--- src/rtl/idu_pipe.sv ---
// Decode stage: decodes fetched instructions and buffers the results in a DEPTH-entry FIFO for execute.
// Define IDU_MEXT_EN to add decoding of the M extension (funct7 = 0x01 on opcodes 0x33/0x3b).
module idu_pipe #(
    parameter int unsigned XLEN       = 64,
    parameter int unsigned INST_WIDTH = 32,
    parameter int unsigned RF_SIZE    = 5,
    parameter int unsigned DEPTH      = 2,
    parameter int unsigned ALUOP_W    = 5
) (
    input  logic                        clk,
    input  logic                        rst,
    input  logic                        flush_i,
    input  logic                        in_valid_i,
    output logic                        in_ready_o,
    input  logic [INST_WIDTH-1:0]       inst_i,
    input  logic [XLEN-1:0]             pc_i,
    output logic                        out_valid_o,
    input  logic                        out_ready_i,
    output logic [XLEN-1:0]             pc_o,
    output logic [4:0]                  enable_o,
    output logic [ALUOP_W-1:0]          aluop_o,
    output logic [2:0]                  specinst_o,
    output logic [2:0][RF_SIZE-1:0]     regi_o,
    output logic [2:0]                  detail_o,
    output logic [XLEN-1:0]             imm_o,
    output logic                        decode_error_o,
    output logic [1:0]                  env_exception_o
);
    localparam int unsigned PTR_W = (DEPTH > 1) ? $clog2(DEPTH) : 1;
    localparam int unsigned CNT_W = $clog2(DEPTH) + 1;

    localparam logic [6:0] OP_R = 7'h33, OP_R64 = 7'h3b, OP_I = 7'h13, OP_I64 = 7'h1b;
    localparam logic [6:0] OP_LOAD = 7'h03, OP_STORE = 7'h23, OP_BR = 7'h63, OP_JAL = 7'h6f;
    localparam logic [6:0] OP_JALR = 7'h67, OP_AUIPC = 7'h17, OP_LUI = 7'h37, OP_ENV = 7'h73;

    localparam logic [4:0] A_ADD = 5'd0, A_SUB = 5'd1, A_OR = 5'd2, A_AND = 5'd3, A_XOR = 5'd4;
    localparam logic [4:0] A_SLL = 5'd5, A_SRL = 5'd6, A_SRA = 5'd7, A_SLT = 5'd8, A_SLTU = 5'd9;
    localparam logic [4:0] A_COPYB = 5'd10, A_ADDW = 5'd11, A_SUBW = 5'd12, A_SLLW = 5'd13;
    localparam logic [4:0] A_SRLW = 5'd14, A_SRAW = 5'd15;

    localparam logic [2:0] S_BR = 3'd0, S_JAL = 3'd1, S_JALR = 3'd2, S_AUIPC = 3'd3;
    localparam logic [2:0] S_LUI = 3'd4, S_NONE = 3'd5;

    // enable bits {MWRITE,MREAD,RD,RS2,RS1}
    localparam logic [4:0] EN_RRR = 5'b00111, EN_RI = 5'b00101, EN_LD = 5'b01101;
    localparam logic [4:0] EN_ST = 5'b10011, EN_BR = 5'b00011, EN_RD = 5'b00100;

    typedef struct packed {
        logic [XLEN-1:0]         pc;
        logic [4:0]              en;
        logic [ALUOP_W-1:0]      alu;
        logic [2:0]              spec;
        logic [2:0][RF_SIZE-1:0] regi;
        logic [2:0]              detail;
        logic [XLEN-1:0]         imm;
        logic                    err;
        logic [1:0]              env;
    } bundle_t;

    logic [6:0] opcode;
    logic [2:0] funct3;
    logic [6:0] funct7;
    logic [XLEN-1:0] imm_i, imm_s, imm_b, imm_u, imm_j;

    assign opcode = inst_i[6:0];
    assign funct3 = inst_i[14:12];
    assign funct7 = inst_i[31:25];
    assign imm_i  = XLEN'($signed(inst_i[31:20]));
    assign imm_s  = XLEN'($signed({inst_i[31:25], inst_i[11:7]}));
    assign imm_b  = XLEN'($signed({inst_i[31], inst_i[7], inst_i[30:25], inst_i[11:8], 1'b0}));
    assign imm_u  = XLEN'($signed({inst_i[31:12], 12'b0}));
    assign imm_j  = XLEN'($signed({inst_i[31], inst_i[19:12], inst_i[20], inst_i[30:21], 1'b0}));

    function automatic logic [4:0] alu_std(input logic [2:0] f3);
        case (f3)
            3'b000:  alu_std = A_ADD;
            3'b001:  alu_std = A_SLL;
            3'b010:  alu_std = A_SLT;
            3'b011:  alu_std = A_SLTU;
            3'b100:  alu_std = A_XOR;
            3'b101:  alu_std = A_SRL;
            3'b110:  alu_std = A_OR;
            default: alu_std = A_AND;
        endcase
    endfunction

    logic [4:0] d_en;
    logic [4:0] d_alu;
    logic [2:0] d_spec;
    logic [XLEN-1:0] d_imm;
    logic d_err;
    logic [1:0] d_env;

    // Instruction decode; illegal encodings are flagged and stripped of enables.
    always_comb begin
        d_en   = '0;
        d_alu  = A_ADD;
        d_spec = S_NONE;
        d_imm  = '0;
        d_err  = 1'b0;
        d_env  = '0;
        case (opcode)
            OP_R: begin
                d_en = EN_RRR;
                if (funct7 == 7'h00) d_alu = alu_std(funct3);
                else if (funct7 == 7'h20 && funct3 == 3'b000) d_alu = A_SUB;
                else if (funct7 == 7'h20 && funct3 == 3'b101) d_alu = A_SRA;
`ifdef IDU_MEXT_EN
                else if (funct7 == 7'h01) d_alu = 5'd16 + {2'b00, funct3};
`endif
                else d_err = 1'b1;
            end
            OP_R64: begin
                d_en = EN_RRR;
                if (XLEN == 32) d_err = 1'b1;
                else if (funct7 == 7'h00 && funct3 == 3'b000) d_alu = A_ADDW;
                else if (funct7 == 7'h00 && funct3 == 3'b001) d_alu = A_SLLW;
                else if (funct7 == 7'h00 && funct3 == 3'b101) d_alu = A_SRLW;
                else if (funct7 == 7'h20 && funct3 == 3'b000) d_alu = A_SUBW;
                else if (funct7 == 7'h20 && funct3 == 3'b101) d_alu = A_SRAW;
`ifdef IDU_MEXT_EN
                else if (funct7 == 7'h01 && funct3 == 3'b000) d_alu = 5'd24;
                else if (funct7 == 7'h01 && funct3[2]) d_alu = 5'd25 + {3'b000, funct3[1:0]};
`endif
                else d_err = 1'b1;
            end
            OP_I: begin
                d_en  = EN_RI;
                d_imm = imm_i;
                d_alu = alu_std(funct3);
                if (funct3 == 3'b101 && inst_i[30]) d_alu = A_SRA;
                if (XLEN == 32 && funct3[1:0] == 2'b01 && inst_i[25]) d_err = 1'b1;
            end
            OP_I64: begin
                d_en  = EN_RI;
                d_imm = imm_i;
                if (XLEN == 32) d_err = 1'b1;
                else if (funct3 == 3'b000) d_alu = A_ADDW;
                else if (funct3 == 3'b001) d_alu = A_SLLW;
                else if (funct3 == 3'b101) d_alu = inst_i[30] ? A_SRAW : A_SRLW;
                else d_err = 1'b1;
            end
            OP_LOAD: begin
                d_en  = EN_LD;
                d_imm = imm_i;
                if (funct3 == 3'b111) d_err = 1'b1;
                if (XLEN == 32 && (funct3 == 3'b011 || funct3 == 3'b110)) d_err = 1'b1;
            end
            OP_STORE: begin
                d_en  = EN_ST;
                d_imm = imm_s;
                if (funct3[2] || (XLEN == 32 && funct3 == 3'b011)) d_err = 1'b1;
            end
            OP_BR: begin
                d_en   = EN_BR;
                d_spec = S_BR;
                d_imm  = imm_b;
                case (funct3[2:1])
                    2'b00:   d_alu = A_SUB;
                    2'b10:   d_alu = A_SLT;
                    2'b11:   d_alu = A_SLTU;
                    default: d_err = 1'b1;
                endcase
            end
            OP_JAL:   begin d_en = EN_RD; d_spec = S_JAL;   d_imm = imm_j; end
            OP_JALR:  begin d_en = EN_RI; d_spec = S_JALR;  d_imm = imm_i; end
            OP_AUIPC: begin d_en = EN_RD; d_spec = S_AUIPC; d_imm = imm_u; end
            OP_LUI:   begin d_en = EN_RD; d_spec = S_LUI;   d_imm = imm_u; d_alu = A_COPYB; end
            OP_ENV: begin
                if (inst_i[31:20] == 12'd0) d_env = 2'b01;
                else if (inst_i[31:20] == 12'd1) d_env = 2'b10;
                else d_err = 1'b1;
            end
            default: d_err = 1'b1;
        endcase
        if (d_err) begin
            d_en  = '0;
            d_alu = A_ADD;
        end
    end

    bundle_t dec_b;
    always_comb begin
        dec_b        = '0;
        dec_b.pc     = pc_i;
        dec_b.en     = d_en;
        dec_b.alu    = ALUOP_W'(d_alu);
        dec_b.spec   = d_spec;
        dec_b.regi   = {inst_i[11:7], inst_i[24:20], inst_i[19:15]};
        dec_b.detail = funct3;
        dec_b.imm    = d_imm;
        dec_b.err    = d_err;
        dec_b.env    = d_env;
    end

    bundle_t mem [DEPTH];
    bundle_t head_q, head_n;
    logic [PTR_W-1:0] rd_ptr, wr_ptr, rd_n;
    logic [CNT_W-1:0] cnt, cnt_n;
    logic valid_q, ready_q, push, pop;

    // Next head: the oldest surviving entry, or the incoming bundle when it lands in an emptying FIFO.
    always_comb begin
        push   = in_valid_i && ready_q;
        pop    = valid_q && out_ready_i;
        cnt_n  = cnt + CNT_W'(push) - CNT_W'(pop);
        rd_n   = rd_ptr + PTR_W'(pop);
        head_n = head_q;
        if (cnt != CNT_W'(pop)) head_n = mem[rd_n];
        else if (push) head_n = dec_b;
    end

    always_ff @(posedge clk) begin
        if (rst) begin
            rd_ptr      <= '0;
            wr_ptr      <= '0;
            cnt         <= '0;
            valid_q     <= 1'b0;
            ready_q     <= 1'b1;
            head_q      <= '0;
            head_q.spec <= S_NONE;
        end else if (flush_i) begin
            rd_ptr  <= '0;
            wr_ptr  <= '0;
            cnt     <= '0;
            valid_q <= 1'b0;
            ready_q <= 1'b1;
        end else begin
            rd_ptr  <= rd_n;
            wr_ptr  <= wr_ptr + PTR_W'(push);
            cnt     <= cnt_n;
            valid_q <= (cnt_n != '0);
            ready_q <= (cnt_n != CNT_W'(DEPTH));
            head_q  <= head_n;
        end
    end

    always_ff @(posedge clk) begin
        if (!rst && !flush_i && push) mem[wr_ptr] <= dec_b;
    end

    assign in_ready_o      = ready_q;
    assign out_valid_o     = valid_q;
    assign pc_o            = head_q.pc;
    assign enable_o        = head_q.en;
    assign aluop_o         = head_q.alu;
    assign specinst_o      = head_q.spec;
    assign regi_o          = head_q.regi;
    assign detail_o        = head_q.detail;
    assign imm_o           = head_q.imm;
    assign decode_error_o  = head_q.err;
    assign env_exception_o = head_q.env;
endmodule
--- config.mk ---
export PLATFORM = sky130hd
export DESIGN_NAME = idu_pipe
export DESIGN_NICKNAME = d
export VERILOG_FILES = /design/src/rtl/idu_pipe.sv
export SDC_FILE = /design/constraint.sdc
export NUM_CORES = 1
export LEC_CHECK = 0
export CAP_MARGIN = 0
export CORE_MARGIN = 2
export CORE_UTILIZATION = 55
export CTS_BUF_LIST = sky130_fd_sc_hd__clkbuf_4 sky130_fd_sc_hd__clkbuf_8
export DETAILED_ROUTE_END_ITERATION = 7
export GPL_TIMING_DRIVEN = 0
export HOLD_SLACK_MARGIN = 0.15
export PLACE_DENSITY = 0.82
export SYNTH_ARGS = -nofsm -noshare
export SYNTH_HDL_FRONTEND = slang
export SYNTH_SLANG_ARGS = --single-unit
--- constraint.sdc ---
create_clock -name clk -period 24.6 [get_ports clk]
set_clock_uncertainty 0.1 [all_clocks]
set_input_delay 3.69 -clock clk [delete_from_list [all_inputs] [get_ports clk]]
set_output_delay 3.69 -clock clk [all_outputs]
set_load 0.05 [all_outputs]
==> results.json <==
{
  "chipHeight_um": 176,
  "gp_congestion": 0.869,
  "dp_cells": 2041,
  "met3_length_mm": 4.05,
  "hold_viol": 0,
  "synth_cells": 1358,
  "ys_ff_latch": 393,
  "finalPower_uw": 1600,
  "leakagePower_uw": 0.00819,
  "synth_flop_cell": "edfxtp_1",
  "numCtsBuffers": 58,
  "synth_top_area_share_pct": 47.7,
  "cp.arrival_ns": 6.72,
  "finalCritPeriodShare_pct": 26.5,
  "antenna_found_initial": 0,
  "critical_path_class": "input pin to register",
  "p_per_area_nw_per_um2": 76.2,
  "diodes": 0,
  "wl_met1_mm": 17.6,
  "max_freq_mhz": 154,
  "syn2layout_area_growth_pct": 29.4,
  "grt_pass1_wl_mm": 68.2,
  "drt_iter0_drc": 1151,
  "top_layer": "met4",
  "start_util_pct": 56.3,
  "gr-usage-all-layers_pct": 28.5,
  "cts_tree": "built",
  "vias": 12500,
  "cts.root.buffer_cell": "clkbuf_8",
  "synth_largest_area_cell": "edfxtp_1",
  "crit_fanout": 10,
  "synth_edf_count": 258,
  "syn-num-nets": 1464,
  "synth_cell_type_count": 64,
  "critPathCaptureType": "register",
  "clk_pin_slew_ns": 0.06,
  "ios": 265,
  "dp_hpwl_mm": 32.2,
  "cts-resized-gates": 0,
  "maxSlewViolCount": 0,
  "final_antenna_net_count": 0,
  "cts_max_level": 2,
  "rows": 62,
  "relSlewSlack_pct": 28.8,
  "core_area_um2": 28900,
  "grt_max_degree": 35,
  "yosysSeqAreaShare_pct": 64.4,
  "avgSynthCellArea_um2": 12.0,
  "pre_cts_ws_ns": 17.58,
  "clk_latency_ns": 0.60,
  "io_buffers": 261,
  "fp.dieArea_um2": 30900,
  "overflow": 0,
  "tns_ns": 0,
  "wl_per_cell_um": 20.9,
  "required_ns": 24.81,
  "tightest_slew_ns": 1.07,
  "fin_crit_ns": 6.51,
  "die_w_um": 176,
  "hp-class": "register to register",
  "drive_above_1_share_pct": 12.6,
  "netlist_area_um2": 16200,
  "synth_most_common_cell": "edfxtp_1",
  "fin_cells": 2151,
  "fill_cells": 2018,
  "cts_setup_buffers": 0,
  "setup_slack_ns": 18.09,
  "yosysWarnings": 0,
  "grt_pass1_vias": 12600,
  "drt_first_pass_iters": 5,
  "setup.worst_path.start_class": "input pin",
  "cts_max_path_buffers": 3,
  "wl_mm": 45.0,
  "drv_cap": 0,
  "wl_met2_mm": 21.7,
  "vias_per_cell": 5.83,
  "layout.nets": 1823,
  "synth_commonest_cells": "edfxtp_1 (258), nand2_1 (209), dfxtp_1 (135)",
  "status": "finished, final reports clean",
  "fin_hold_ws_ns": 0.354,
  "async_reset_ff_share_pct": 0,
  "setup_viol": 0,
  "remaining_drc_errors": 0,
  "clock-sinks": 393,
  "ctsHoldBuffers": 0,
  "vdd_drop_max_uv": 45.4,
  "grt_setup_unrepaired": "false",
  "synth.area.top_cells": "edfxtp_1 (48%), dfxtp_1 (17%), mux2i_1 (7.7%), nand2_1 (4.8%), a21oi_1 (4.1%)"
}
[worst paths after layout]
path / from / to / slack [ns] / cells past startpoint
hold / removal: specinst_o[1]$_SDFFE_PP0P_ / specinst_o[1]$_SDFFE_PP0P_ / 0.35 / 2
setup / recovery: rst / mem[1][79]$_DFFE_PP_ / 18.09 / 8
hold reg to reg: specinst_o[1]$_SDFFE_PP0P_ / specinst_o[1]$_SDFFE_PP0P_ / 0.35 / 2
setup reg to reg: out_valid_o$_SDFF_PP0_ / imm_o[62]$_SDFFE_PP0P_ / 21.67 / 7
[per-layer routing]
| metal | vias up | global-route usage, % |
|---|---|---|
| li1 | 5735 | - |
| met1 | 6014 | 36.7 |
| met2 | 666 | 47.8 |
| met3 | 119 | 4.98 |
| met4 | 0 | 11.9 |
| met5 | - | 0 |
[cells by family (layout without fill, tap and decap cells)]
logic type | after synthesis | count (layout) | share of synthesized area, %
AND/OR/NAND/NOR | 360 | 360 | 9.89
AO/OA/AOI/OAI | 328 | 328 | 13.0
buffers and inverters | 139 | 548 | 4.25
adder cells (fa/ha/maj) | 5 | 5 | 0.385
multiplexers | 127 | 127 | 7.84
flip-flops | 393 | 393 | 64.4
XOR/XNOR | 5 | 5 | 0.270
other | 1 | 1 | 0.0231
[state kept, by name, indices dropped and copies added (netlist names)]
name	flops
aluop_o	4
cnt	2
decode_error_o	1
detail_o	3
enable_o	5
env_exception_o	2
imm_o	32
in_ready_o	1
mem	258
out_valid_o	1
pc_o	64
rd_ptr	1
regi_o	15
specinst_o	3
wr_ptr	1
[power by group]
group	total, uW	leakage (uW)	internal [uW]	switching [uW]
logic	273	0.00385	92.1	181
clock network	590	0.000721	343	246
registers	739	0.00362	726	12.9
total	1600	0.00819	1160	440
[placed cells by master, fill, tap and decap left out, types with 16 or more instances in the layout]
master           synthesis  layout
a31oi_1                 17      17
nor3_1                  23      23
buf_4                   36      68
mux2i_1                125     125
o21ai_0                 16      16
clkdlybuf4s50_1          0     261
dfxtp_1                135     135
clkbuf_1                62      62
a211oi_1                19      19
nand2_1                209     209
clkbuf_4                 0      21
clkbuf_8                 0      77
buf_2                   25      25
o211ai_1                81      81
edfxtp_1               258     258
nor2_1                  54      54
a21oi_1                132     132
[stage by stage]
stage | util (%) | cell area, um2
after floorplan | - | 16200
after global placement | 67.0 | 19300
after detailed placement | 68.1 | 19700
after CTS | 72.8 | 21000
after global routing | 72.8 | 21000
final | 72.8 | 21000
[critical path: stages]
cell and delay [ns]:
clkdlybuf4s50_1 0.56, clkbuf_1 0.33, clkbuf_1 0.37, nor4b_2 0.89, buf_4 0.32, buf_4 0.20
buf_6 0.16, buf_4 0.19
[cell type report]
class | instances | area, um2 | area share, %
multi-input combinational | 826 | 5110 | 24.3
tap | 384 | 480 | 2.29
inverter | 9 | 33.8 | 0.161
clock buffer | 98 | 1220 | 5.79
sequential | 393 | 10500 | 49.7
clock inverter | 12 | 141 | 0.673
buffer | 130 | 656 | 3.12
timing repair buffer | 299 | 2920 | 13.9
Note: power is estimated with default switching activity, not from simulation.
==> RTL change, RTL diff (config.mk and constraints unchanged) <==
Reset style: asynchronous (`rst`), changed in one clocked block.
--- a/src/rtl/idu_pipe.sv
+++ b/src/rtl/idu_pipe.sv
@@ -210,7 +210,7 @@
         else if (push) head_n = dec_b;
     end
 
-    always_ff @(posedge clk) begin
+    always_ff @(posedge clk or posedge rst) begin
         if (rst) begin
             rd_ptr      <= '0;
             wr_ptr      <= '0;
Function: not settled (the Yosys comparison gave no result); the edit may change what the design does.
==> RTL change against the original RTL <==
  * First-iteration DRC count fell by 3.8%
  * Final cell count grew 0.56%
  * Critical endpoint is now pc_o[59]$_DFFE_PP0P_
  * Worst setup slack got worse by 210 ps
  * Cell area increased by 2.7%
  * Area after synthesis increased by 3.8%
  * Largest cell class unchanged
  * Critical path type unchanged
  * Wire length rose by 0.88%
  * Sequential cell count stayed put
Power is not compared: it rests on default switching activity, and its combinational part moved more than twofold at a synthesized area within 25%.
==> RTL change: results <==
worst_hold_path:
  worstHoldEndpoint: "specinst_o[0]$_DFFE_PP1P_"
  min-delay-start: "specinst_o[0]$_DFFE_PP1P_"
  worstHoldPathCells: 2
critical_path:
  setup.reg_to_reg.worst_slack_ps: 21090
  worst_r2r_path_depth: 9
  crit-reg2reg-capture: "pc_o[59]$_DFFE_PP0P_"
  crit_start: "out_ready_i"
  cp_slowest_cell: "sky130_fd_sc_hd__a21oi_1"
  critical_path_peak_fanout: 10
  timing.critical_path.slowest_cell_delay_ps: 1100
  worst_r2r_startpoint: "out_valid_o$_DFF_PP0_"
  timing.critical_path.arrival_ps: 7150
power_and_ir_drop:
  cellLeakagePower_nw: 9.012
synth:
  syn-num-nets: 1457
  ys_async_sr_fraction_pct: 34.35
  synth_enable_flop_cells: 258
  post_synth_main_area_contributors: "sky130_fd_sc_hd__edfxtp_1 (46%), sky130_fd_sc_hd__dfrtp_1 (20%), sky130_fd_sc_hd__mux2i_1 (7.2%)"
  seq_area_frac_synth_pct: 66.03
  synth_area_per_inst_um2: 12.48
  synth.top_cells.by_count: "sky130_fd_sc_hd__nand2_1 (299), sky130_fd_sc_hd__edfxtp_1 (258), sky130_fd_sc_hd__dfrtp_1 (132), sky130_fd_sc_hd__mux2i_1 (122), sky130_fd_sc_hd__o211ai_1 (86)"
  yosys.cell_types.count: 67
  postSynth.topFlopCell: "sky130_fd_sc_hd__edfxtp_1"
final_layout:
  largest-register: "mem"
  num-nets-final: 1821
  fill_cells: 2120
  max_ffs_per_register: 258
  post_route_cells_drive_above_1_share_pct: 13.48
global_routing:
  grt_pass1_vias: 12440
  grt_max_degree: 80
  gr-usage-all-layers_pct: 28.41
  grt_antenna_before_repair: 2
  grt_pass1_wl_mm: 69.11
drt:
  m1WireLength_mm: 18.16
  highest-signal-layer: "met5"
  drt_wl_total_mm: 45.42
  met2RoutedLength_mm: 22.04
  drtIter0Drc: 1107
  avgRoutedWirePerCell_um: 21.00
  drt_pre_antenna_iters: 5
  wl_met3_mm: 3.641
  viasPerCell: 5.663
clock_network:
  clkTransAtPathRegs_ps: 70
  post_cts_resized: 0
  root_buffer_master: "sky130_fd_sc_hd__clkbuf_8"
  cts_buffers: 61
  h-tree-depth: 2
placed_design:
  place.detailed.instances: 2048
  post_dp_cell_area_um2: 20320
  post-dp-hpwl_mm: 32.42
  gp_routability_congestion: 0.9277
  port_buffers: 261
timing:
  max_slew.worst_pin.slew_ps: 1398
status:
  result_of_the_run: "finished, final reports clean"
RTL change: power by group:
group | switching [W] | internal [W]
combinational | 0.00101 | 0.000487
clock | 0.000251 | 0.000302
sequential | 0.0000757 | 0.000841
RTL change: cell type report:
type                    instances  area (um^2)  share of cell area (%)
well taps                     396        495.5                   2.296
clock inverters                24        150.1                  0.6957
inverters                      10        42.54                  0.1971
plain buffers                 127        640.6                   2.968
clock buffers                  90         1114                   5.159
diodes                          1        2.502                 0.01159
repair buffers                301         2948                   13.66
multi-input cells             821         5061                   23.45
flip-flops and latches        393        11130                   51.57
RTL change: metal layers:
layer / vias up / global-route usage [%]
met5: - / 0
met3: 101 / 5.216
li1: 5624 / -
met4: 2 / 10.13
met1: 6010 / 37.97
met2: 512 / 46.86
RTL change: kinds of logic after synthesis:
group                      share of synthesized area (%)
buffers and inverters                              4.023
adders and majority gates                         0.3711
other                                            0.02225
DFF                                                66.03
muxes                                              7.779
AOI/OAI and AO/OA                                  10.50
xor gates and xnor gates                          0.3118
and+or+nand+nor                                    10.97
RTL change: stage by stage:
| step | worst slack (ps) | utilization (%) | hold slack (ps) |
|---|---|---|---|
| CTS | 17940 | 71.11 | 374.4 |
| finish | 17880 | 71.12 | 371.7 |
| detailed placement | 17320 | 66.94 | 362.1 |
| global placement | -1863 | 65.78 | 350.8 |
| floorplan | 6190 | - | 418.9 |
| global route | 17840 | 71.11 | 392.5 |
